$ cat config.mk
export PLATFORM = sky130hd
export DESIGN_NAME = conv_enc_213
export DESIGN_NICKNAME = d
export VERILOG_FILES = /design/src/rtl/conv_enc_213_pkg.sv /design/src/rtl/enc_213_core.sv /design/src/rtl/conv_enc_213.sv
export SDC_FILE = /design/constraint.sdc
export NUM_CORES = 1
export LEC_CHECK = 0
export CAP_MARGIN = 20
export CORE_UTILIZATION = 50
export CTS_CLUSTER_SIZE = 12
export DETAILED_ROUTE_END_ITERATION = 8
export GPL_ROUTABILITY_DRIVEN = 1
export PLACE_DENSITY = 0.76
export SETUP_SLACK_MARGIN = 0.2
export SLEW_MARGIN = 20
export SYNTH_ARGS = -nofsm -noshare
export SYNTH_HDL_FRONTEND = slang
export SYNTH_SLANG_ARGS = --single-unit
$ cat constraint.sdc
create_clock -name clk -period 2.1 [get_ports clk]
set_input_delay 0.63 -clock clk [delete_from_list [all_inputs] [get_ports clk]]
set_output_delay 0.63 -clock clk [all_outputs]
set_load 0.005 [all_outputs]
$ cat src/rtl/conv_enc_213_pkg.sv
// Shared (2,1,3) convolutional code parameters for the encoder and the Viterbi decoder.
// Code geometry, default generators, FSM state encoding and the branch-label function.
package conv_enc_213_pkg;

    localparam int ENC_N   = 2;   // code bits per symbol
    localparam int ENC_KIN = 1;   // information bits per symbol
    localparam int ENC_CL  = 3;   // constraint length
    localparam int ENC_M   = 2;   // encoder memory

    localparam logic [ENC_CL-1:0] G0_DEFAULT = 3'b111;
    localparam logic [ENC_CL-1:0] G1_DEFAULT = 3'b101;

    typedef enum logic [1:0] {
        ST_IDLE  = 2'd0,
        ST_DATA  = 2'd1,
        ST_TAIL  = 2'd2,
        ST_DRAIN = 2'd3
    } enc_state_e;

    // Window bit ENC_CL-1 is the newest input, bit 0 the oldest.
    function automatic logic [ENC_N-1:0] enc_symbol(
        input logic [ENC_CL-1:0] win,
        input logic [ENC_CL-1:0] g0,
        input logic [ENC_CL-1:0] g1
    );
        return {^(win & g0), ^(win & g1)};
    endfunction

endpackage

$ cat src/rtl/enc_213_core.sv
// Combinational window-to-symbol map of the (2,1,3) code.
// Also serves as the branch-label reference for the decoder.
module enc_213_core
    import conv_enc_213_pkg::*;
#(
    parameter logic [ENC_CL-1:0] G0 = G0_DEFAULT,
    parameter logic [ENC_CL-1:0] G1 = G1_DEFAULT
) (
    input  logic [ENC_CL-1:0] win,
    output logic [ENC_N-1:0]  sym
);

    always_comb begin
        sym = enc_symbol(win, G0, G1);
    end

endmodule

$ cat src/rtl/conv_enc_213.sv
// Framed serial rate-1/2 (2,1,3) convolutional encoder with valid/ready on both sides.
// Define ENC_TAIL_EN to append two zero tail bits so each frame ends in state 00.
module conv_enc_213
    import conv_enc_213_pkg::*;
#(
    parameter int                FRAME_LEN_W = 8,
    parameter logic [ENC_CL-1:0] G0          = G0_DEFAULT,
    parameter logic [ENC_CL-1:0] G1          = G1_DEFAULT
) (
    input  logic                   clk,
    input  logic                   rst_n,
    input  logic                   start,
    input  logic [FRAME_LEN_W-1:0] frame_len,
    input  logic                   in_valid,
    output logic                   in_ready,
    input  logic                   in_bit,
    output logic                   out_valid,
    input  logic                   out_ready,
    output logic [ENC_N-1:0]       out_sym,
    output logic                   out_last,
    output logic                   busy,
    output logic                   err_start
);

    enc_state_e             state;
    logic [ENC_M-1:0]       sr;
    logic [FRAME_LEN_W-1:0] cnt;
    logic [FRAME_LEN_W-1:0] len_q;
`ifdef ENC_TAIL_EN
    logic                   tail_idx;
`endif

    logic                   load_ok;
    logic                   accept;
    logic [ENC_CL-1:0]      win;
    logic [ENC_N-1:0]       sym_next;
    logic [FRAME_LEN_W-1:0] cnt_next;
    logic                   last_data;

    // Single output register, no skid buffer: a new symbol may load only
    // when the register is empty or being emptied this cycle.
    assign load_ok   = !out_valid || out_ready;
    assign in_ready  = (state == ST_DATA) && load_ok;
    assign accept    = in_valid && in_ready;
    assign busy      = (state != ST_IDLE);
    assign cnt_next  = cnt + FRAME_LEN_W'(ENC_KIN);
    assign last_data = (cnt_next == len_q);

    always_comb begin
        win = {in_bit, sr};
        if (state == ST_TAIL) begin
            win = {1'b0, sr};
        end
    end

    enc_213_core #(
        .G0 (G0),
        .G1 (G1)
    ) u_core (
        .win (win),
        .sym (sym_next)
    );

    always_ff @(posedge clk or negedge rst_n) begin
        if (!rst_n) begin
            state     <= ST_IDLE;
            sr        <= '0;
            cnt       <= '0;
            len_q     <= '0;
            out_valid <= 1'b0;
            out_sym   <= '0;
            out_last  <= 1'b0;
            err_start <= 1'b0;
`ifdef ENC_TAIL_EN
            tail_idx  <= 1'b0;
`endif
        end else begin
            err_start <= 1'b0;
            if (start && (state != ST_IDLE)) begin
                err_start <= 1'b1;
            end

            case (state)
                ST_IDLE: begin
                    if (start) begin
                        if (frame_len != '0) begin
                            len_q <= frame_len;
                            sr    <= '0;
                            cnt   <= '0;
                            state <= ST_DATA;
                        end else begin
                            err_start <= 1'b1;
                        end
                    end
                end

                ST_DATA: begin
                    if (accept) begin
                        out_sym   <= sym_next;
                        out_valid <= 1'b1;
                        sr        <= {in_bit, sr[ENC_M-1:1]};
                        cnt       <= cnt_next;
                        out_last  <= 1'b0;
                        if (last_data) begin
`ifdef ENC_TAIL_EN
                            tail_idx <= 1'b0;
                            state    <= ST_TAIL;
`else
                            out_last <= 1'b1;
                            state    <= ST_DRAIN;
`endif
                        end
                    end else if (out_ready) begin
                        out_valid <= 1'b0;
                    end
                end

`ifdef ENC_TAIL_EN
                ST_TAIL: begin
                    if (load_ok) begin
                        out_sym   <= sym_next;
                        out_valid <= 1'b1;
                        sr        <= {1'b0, sr[ENC_M-1:1]};
                        if (tail_idx) begin
                            out_last <= 1'b1;
                            state    <= ST_DRAIN;
                        end else begin
                            tail_idx <= 1'b1;
                        end
                    end
                end
`endif

                ST_DRAIN: begin
                    if (out_valid && out_ready) begin
                        out_valid <= 1'b0;
                        out_last  <= 1'b0;
                        state     <= ST_IDLE;
                    end
                end

                default: begin
                    state <= ST_IDLE;
                end
            endcase
        end
    end

endmodule

## Word-level counts from Yosys, hierarchy flattened

Cells that the tools add are included.

- Register bits after elaboration: 25
- Input bits: 14
- Output and inout port bits: 7
- Word-level logic and storage cells: 64

- Add/subtract/negate cells: 1
- Equality and inequality tests: 10
- Muxes and demuxes: 26
- Reduce and logical (&&, ||, !) cells: 19

Operators with widths:

| cell | count |
|---|---|
| $mux W8 | 3 |
| $mux W2 | 8 |
| $pmux W8 S2 | 1 |
| $ne A2 B2 Y1 const B | 5 |
| $mux W1 | 9 |
| $reduce_and A3 Y1 | 3 |
| $add A8 B1 Y8 const B | 1 |
| $eq A8 B8 Y1 | 1 |
| $reduce_bool A8 Y1 | 1 |
| $pmux W2 S3 | 1 |
| $reduce_bool A2 Y1 | 3 |
| $reduce_xor A3 Y1 | 2 |
| $reduce_and A5 Y1 | 1 |
| $eq A2 B2 Y1 const B | 2 |
| $logic_and A1 B1 Y1 | 4 |
| $pmux W1 S2 | 2 |
| $pmux W2 S2 | 1 |
| $reduce_and A4 Y1 | 1 |
| $mux W3 | 1 |
| $ne A3 B3 Y1 const B | 1 |
| $eq A2 B1 Y1 const B | 1 |
| $logic_not A2 Y1 | 1 |
| $reduce_and A2 Y1 | 1 |
| $logic_not A1 Y1 | 1 |
| $logic_or A1 B1 Y1 | 1 |

## Depth between registers and ports, before layout

Gate-level depths: netlist of the first run.

- Depth in word-level cells: 6
- Mapped depth: 6
- Gate-level depth less buffers: 6

## Modules after synthesis

Synthesis of the first run repeated with hierarchy kept, for this count alone.

- Cells, all modules: 139
- Area, all modules: 1390.1 µm²

Modules (own cells, without submodules):

| module | times used | cells an instance | area each (µm²) | seq. area each (µm²) |
|---|---|---|---|---|
| conv_enc_213 | 1 | 137 | 1357.6 | 625.6 |
| enc_213_core | 1 | 2 | 32.5 | 0.0 |

## Worst setup path after synthesis of the first run

OpenSTA, ideal clock, no wires.

- Path kind: input to register
- From: input frame_len[5]
- To: register len_q[1]
- Library setup time: 0.125 ns
- Arrival time: 1.685 ns
- Data required time: 1.975 ns
- Path slack: 0.290 ns
- Cell stages on the path: 4
- Path buffers: 1
- Cell sequence: nor4_1 a211o_2 buf_6 mux2_4

- Cells in the longest elaborated chain, start to end: 2

RTL lines:

| item | RTL line | text |
|---|---|---|
| from (decl) | conv_enc_213.sv:13 | `input logic [FRAME_LEN_W-1:0] frame_len,` |
| $reduce_bool A8 Y1 | conv_enc_213.sv:86 | `if (frame_len != '0) begin` |
| $reduce_and A3 Y1 (no line) | -- |  |
| to (signal assigned) | conv_enc_213.sv:87 | `len_q <= frame_len;` |
| to (decl) | conv_enc_213.sv:28 | `logic [FRAME_LEN_W-1:0] len_q;` |

Every way passes these cells.
A chain may end at the register's enable or synchronous reset.

## Final worst setup path of the first run

- From: register state[1]
- To: output in_ready

- Cells in the longest elaborated chain, start to end: 2

RTL lines:

| item | RTL line | text |
|---|---|---|
| from (decl) | conv_enc_213.sv:25 | `enc_state_e state;` |
| from (signal assigned) | conv_enc_213.sv:66 | `state <= ST_IDLE;` |
| from (signal assigned) | conv_enc_213.sv:90 | `state <= ST_DATA;` |
| from (signal assigned) | conv_enc_213.sv:110 | `state <= ST_DRAIN;` |
| $eq A2 B1 Y1 | conv_enc_213.sv:43 | `assign in_ready = (state == ST_DATA) && load_ok;` |
| $logic_and A1 B1 Y1 | conv_enc_213.sv:43 |  |
| to (decl) | conv_enc_213.sv:15 | `output logic in_ready,` |

Every way passes these cells.

==> results of run 1 <==
==> layout make-up <==
| class | instances | area, um2 |
|---|---|---|
| multi-input cells | 110 | 795.8 |
| fillers | 202 | 725.7 |
| flip-flops and latches | 25 | 629.4 |
| repair buffers | 40 | 360.3 |
| well taps | 30 | 37.54 |
| clock buffers | 4 | 26.28 |
| inverters | 4 | 15.01 |
==> logic make-up after synthesis <==
kind of cell	after synthesis	share of synthesized area [%]
mux	9	8.635
buf+inv	11	4.317
fa+ha+maj	1	0.8809
compound gates	31	13.48
xor+xnor	13	8.018
simple gates	55	20.62
flops	25	44.05
==> worst max-delay path by stage <==
stage | startpoint | to | slack [ns] | cells after the start
2_1_floorplan | frame_len[5] | len_q[1]$_DFFE_PN0P_ | 0.29 | 4
3_3_place_gp | out_ready | in_ready | -0.39 | 5
3_5_place_dp | out_ready | in_ready | -0.45 | 5
4_1_cts | out_ready | in_ready | 0.11 | 5
5_1_grt | state[1]$_DFFE_PN0P_ | in_ready | 0.17 | 3
6_report | state[1]$_DFFE_PN0P_ | in_ready | 0.24 | 3
==> routing by layer <==
layer  routed length, um  share of wire (%)  GRT usage [%]
met5                   0                  0              0
met1                1404                 42          29.49
met3                 176                5.2          3.747
met4                  53                1.6          11.07
met2                1724                 51          40.10
==> stage by stage <==
step | utilization (%) | setup WS, ns | area, um2 | std cells
floorplan | - | 0.2900 | 1420 | 145
finish | 71.98 | 0.2414 | 1864 | 213
global placement | 65.70 | -0.3921 | 1702 | 200
detailed placement | 65.70 | -0.4471 | 1702 | 200
global route | 71.98 | 0.1668 | 1864 | 213
CTS | 70.24 | 0.1088 | 1819 | 209
==> power by group <==
group / internal (uW) / leakage, uW / switching [uW] / total (uW)
clock: 74.5 / 0.0000150 / 149 / 223
combinational: 651 / 0.000553 / 503 / 1150
sequential: 665 / 0.000312 / 196 / 862
==> timing repair <==
action                                 CTS  global route
gates cloned                             1             0
endpoints found under the hold margin    0             0
setup endpoints to repair               21            15
gates resized for setup                 22            12
hold buffers                             0             0
setup buffers                            4             4
pin swaps                                2             4
==> placed cells by master (no fill, tap or decap), types with 2 or more instances in the layout <==
master            n
nand2b_1          4
a211o_4           2
xor2_1            6
nor2_1            7
o31ai_1           3
xnor2_1           7
nand4_1           2
clkbuf_2          2
o21ai_1           5
dlygate4sd2_1     3
buf_4            19
o21ai_0          11
mux2_2            2
nor3b_1           2
nand2_1          14
mux2_4            6
dlymetal6s2s_1    4
and3_1            2
nand3_1          10
dfrtp_1          22
inv_1             4
nor4_1            2
dfrtp_2           3
a21oi_1           3
clkbuf_4          3
nor2b_1           2
o211ai_1          2
clkdlybuf4s50_1  10
==> worst min-delay path, stage by stage, from the launching register on <==
cell and delay (ns):
dfrtp_1 0.37, nand2_1 0.05, o21ai_0 0.06
==> registers in the layout, summed over array words and instances, names as in the netlist <==
| name | cells |
|---|---|
| cnt | 8 |
| out_sym | 2 |
| out_last | 1 |
| err_start | 1 |
| sr | 2 |
| out_valid | 1 |
| len_q | 8 |
| state | 2 |
==> run metrics, run 1 <==
status=finished clean; Tmin final=1.859 ns; number of synthesized flops with an enable pin=0; Setup TNS Final=0 ns; Buffers on Ports=20; HPWL after DPL=2297 um; CTS Buffer Depth=2; CP top delay family=flip-flops; Root Buffer=clkbuf_4; final net count=199; max-slew violations=0; I/O pin cnt=21; Horiz. Die Dim=roughly 55 um; end of the worst hold path=out_sym[1]$_DFFE_PN0P_; worst r2r src=cnt[2]$_DFFE_PN0P_; power per cell area=1201 nW/um2; die area=3058 um2; total gr overflow=0; clock sink count=25; initial core utilization=between 50 and 60%; initial drt markers=40; CP max FO=7; first-pass GRT wire length=approximately 5700 um; Worst EP arrival=approximately 1.2 ns; Post-Synthesis Cells=145; Crit Path Category=reg2out; Reg2Reg Depth=5; Clock Latency Late Sink=0.33 ns; Core Footprint=between 2000 and 3000 um2; die height=55.30 um; worst slew pin tran=0.3422 ns; Std-Cell Rows=18; Crit. End Element=output port; WL per Instance=15.77 um; register bit total from synthesis=25; antenna violations before repair=0; vias in the first global route=1278; via count=1254; Detailed Route WL=between 3000 and 4000 um; Final Hold Fails=0; syn nets=160; DRT antenna net count=0; layout cells sized above 1=25.68%; Synth area leaders=dfrtp_1 44%, mux2_4 6.3%, o21ai_0 6.0%; cts bufs inserted=3; top cells by count, synth=25 x dfrtp_1, 17 x o21ai_0, 14 x nand2_1; CP Launch Type=flip-flop; CP Cell Sequence=buf_4 -> nor2_1 -> clkdlybuf4s15_2; Hold Slack=0.5044 ns; CP peak stage delay=about 0.44 ns; HP Class=reg2reg; drc violations=0; CTS tree=built; pin count of the biggest net entering global routing=26; crit share post-route=roughly nine tenths; hold wc startpoint=out_sym[1]$_DFFE_PN0P_; routability cong.=0.8563; Max Clock Skew=0.01271 ns; RSZ-0062 raised after global routing=yes; clock-pin slew on the worst setup and hold paths=0.13 ns; max-cap violations=0; most used flip-flop cell after synthesis=dfrtp_1; warnings from Yosys=0; Max IR drop VDD=0.9217 mV; asr flop ratio synth=100.0%; WP data required=1.47 ns; max_slew headroom=between 70 and 80%; via/cell ratio=5.887; total power=approximately 2200 uW; r2r setup slk=0.32 ns; Mapped Avg Cell Area=between 9 and 10 um2; final setup fails=0; fmax=538.0 MHz; H-Tree Depth=1; Cell Area, Synth=between 1000 and 1500 um2; Tot GR Track Use=23.66%; leakage power=0.0008801 uW; post-synth top area cell=dfrtp_1; Hold Path Cell Cnt=2; drt pass-1 iters=5; R2R Path End=out_last$_DFFE_PN0P_; library cells used by synthesis=36; Ant. Diodes=0; crit path max-delay cell type=dfrtp_2; CP bufs+invs=2; Synth top area share=44.05%; top-count cell post-synth=dfrtp_1; part of the Yosys area used for sequential elements=44.05%; area delta synth->final=31.28%
No activity file was read; power rests on OpenSTA's default activity.
==> run 2, diff against run 1 <==
- CORE_MARGIN: unset -> 1
- CTS_BUF_LIST: unset -> sky130_fd_sc_hd__clkbuf_8 sky130_fd_sc_hd__clkbuf_16
- REMOVE_ABC_BUFFERS: unset -> 1
==> run 2 against run 1 <==
  * Highest routed layer unchanged
  * Utilization is 0.34 points higher
  * Wire length rose by 1.5%
  * Critical path type is now in2out
  * First-iteration DRC count rose by 20%
  * Design area is 0.47% higher
  * Largest cell class unchanged
==> run metrics, run 2 (synthesis results as in run 1) <==
status=finished clean; total power=about 2300 uW; Max IR drop VDD=0.8171 mV; Clock Latency Late Sink=0.27 ns; Final Util=72.32%; total gr overflow=0; CP Launch Type=primary input; Worst EP arrival=around 1.3 ns; commonest non-fill, non-tap cells in the layout=21 x dfrtp_1, 20 x buf_4, 13 x nand2_1, 13 x o21ai_0, 10 x nand3_1; Std-Cell Rows=18; Root Buffer=clkbuf_8; Tmin final=1.875 ns; area delta synth->final=31.89%; Crit Path Category=in2out; CP max FO=2; cts bufs inserted=3; Tot GR Track Use=a little under a quarter; layout cells sized above 1=25.68%; crit path max-delay cell type=dlygate4sd2_1; antenna violations before repair=0; H-Tree Depth=1; max_slew headroom=between 70 and 80%; die area=between 3000 and 4000 um2; DRT antenna net count=0; first-pass GRT wire length=around 5700 um; Crit. End Element=output port; WL per Instance=16.00 um; worst slew pin tran=0.3369 ns; via count=1233; drt pass-1 iters=4; final setup fails=0; hold buffers post-CTS=0; Horiz. Die Dim=55.30 um; commonest non-fill, non-tap cell in the layout=dfrtp_1; Final Hold Fails=0; r2r setup slk=approximately 0.38 ns; HPWL after DPL=approximately 2200 um; power per cell area=1231 nW/um2; pin count of the biggest net entering global routing=26; final net count=199; Ant. Diodes=0; vias in the first global route=1195; RSZ-0062 raised after global routing=no; crit share post-route=89.31%; CP Cell Sequence=dlygate4sd2_1 -> nand2b_4 -> nand2_2 -> nor2_1 -> buf_2; leakage power=0.0008749 uW; CP peak stage delay=0.25 ns; largest registers=cnt: 8 flops, len_q: 8 flops; die height=55.30 um; routability cong.=0.8670; clock-pin slew on the worst setup and hold paths=0.09 ns; I/O pin cnt=21; initial core utilization=54.83%; Buffers on Ports=20; CP top delay family=buffers and inverters; CP bufs+invs=2; fmax=533.2 MHz; max-cap violations=0; CTS Buffer Depth=2; Design Area, Final=1873 um2; WP data required=between 1 and 1.5 ns; Setup TNS Final=0 ns; number of fill cells=181; clock sink count=25; max-slew violations=0; Placed Area=1732 um2; initial drt markers=48; CTS tree=built; Max Clock Skew=0.003055 ns; Detailed Route WL=3408 um; Core Footprint=between 2000 and 3000 um2; HP Class=reg2reg; drc violations=0; via/cell ratio=5.789
[run 2: cell types whose count changed in the layout (fill, tap and decap cells not counted), sizes merged]
cell,before,now
inv,4,5
clkdlybuf4s15,1,0
clkdlybuf4s50,10,8
dlygate4sd2,3,8
clkbuf,6,3
buf,20,21
dlymetal6s2s,4,3
[run 2: path summary, 6_finish.rpt]
kind | start | endpoint | cells after the start
min in group asynchronous | rst_n | cnt[7]$_DFFE_PN0P_ | 2
max in group asynchronous | rst_n | out_valid$_DFFE_PN0P_ | 2
worst max-delay path | out_ready | in_ready | 5
worst min register to register | out_sym[1]$_DFFE_PN0P_ | out_sym[1]$_DFFE_PN0P_ | 2
worst min-delay path | out_sym[1]$_DFFE_PN0P_ | out_sym[1]$_DFFE_PN0P_ | 2
worst max register to register | cnt[0]$_DFFE_PN0P_ | out_last$_DFFE_PN0P_ | 6
[run 2: routing by layer]
layer / GRT usage, % / share of wire (%)
met1: 33.18 / 43
met2: 35.28 / 48
met3: 3.513 / 5.8
met4: 12.14 / 3.1
met5: 0 / 0
[run 2: tightest hold or removal path: cells and delay by family, from the launching register on]
| kind | cells | cell delay (ns) |
|---|---|---|
| AO/OA/AOI/OAI | 1 | 0.05 |
| flip-flops | 1 | 0.36 |
| AND/OR/NAND/NOR | 1 | 0.05 |
[run 2: area by class of cell]
type / instances / area (um2) / area share, %
Sequential cell: 25 / 630.6 / 33.67
Tap cell: 30 / 37.54 / 2.004
Inverter: 4 / 15.01 / 0.8016
Clock buffer: 3 / 41.29 / 2.204
Multi-Input combinational cell: 110 / 802.0 / 42.82
Clock inverter: 1 / 3.754 / 0.2004
Timing Repair Buffer: 40 / 342.8 / 18.30
[run 2: through the flow]
stage               std cells  hold slack (ns)  setup slack, ns
CTS                       211           0.4930           0.1975
detailed placement        204           0.4733          -0.4423
global placement          204           0.4621          -0.4021
floorplan                 138           0.3344           0.1880
finish                    213           0.4909           0.2245
global route              213           0.5469           0.1997
[run 2: repair_timing]
action	CTS	global route
buffers inserted	2	2
gates resized for setup	20	13
gates cloned	1	0
endpoints found under the setup margin	22	8
hold endpoints to repair	0	0
pin swaps	5	4
[run 2: power by group]
| group | internal [uW] | switching [uW] | leakage [uW] |
|---|---|---|---|
| clock | 131 | 157 | 0.0000269 |
| sequential | 669 | 216 | 0.000311 |
| combinational | 629 | 503 | 0.000537 |
==> run 3, diff against run 2 <==
- CTS_CLUSTER_SIZE: 12 -> unset
- HOLD_SLACK_MARGIN: unset -> 0.15
- SLEW_MARGIN: 20 -> 0
==> results of run 3 <==
Same layout as run 2: the final DEF is identical, and so are final timing and power.
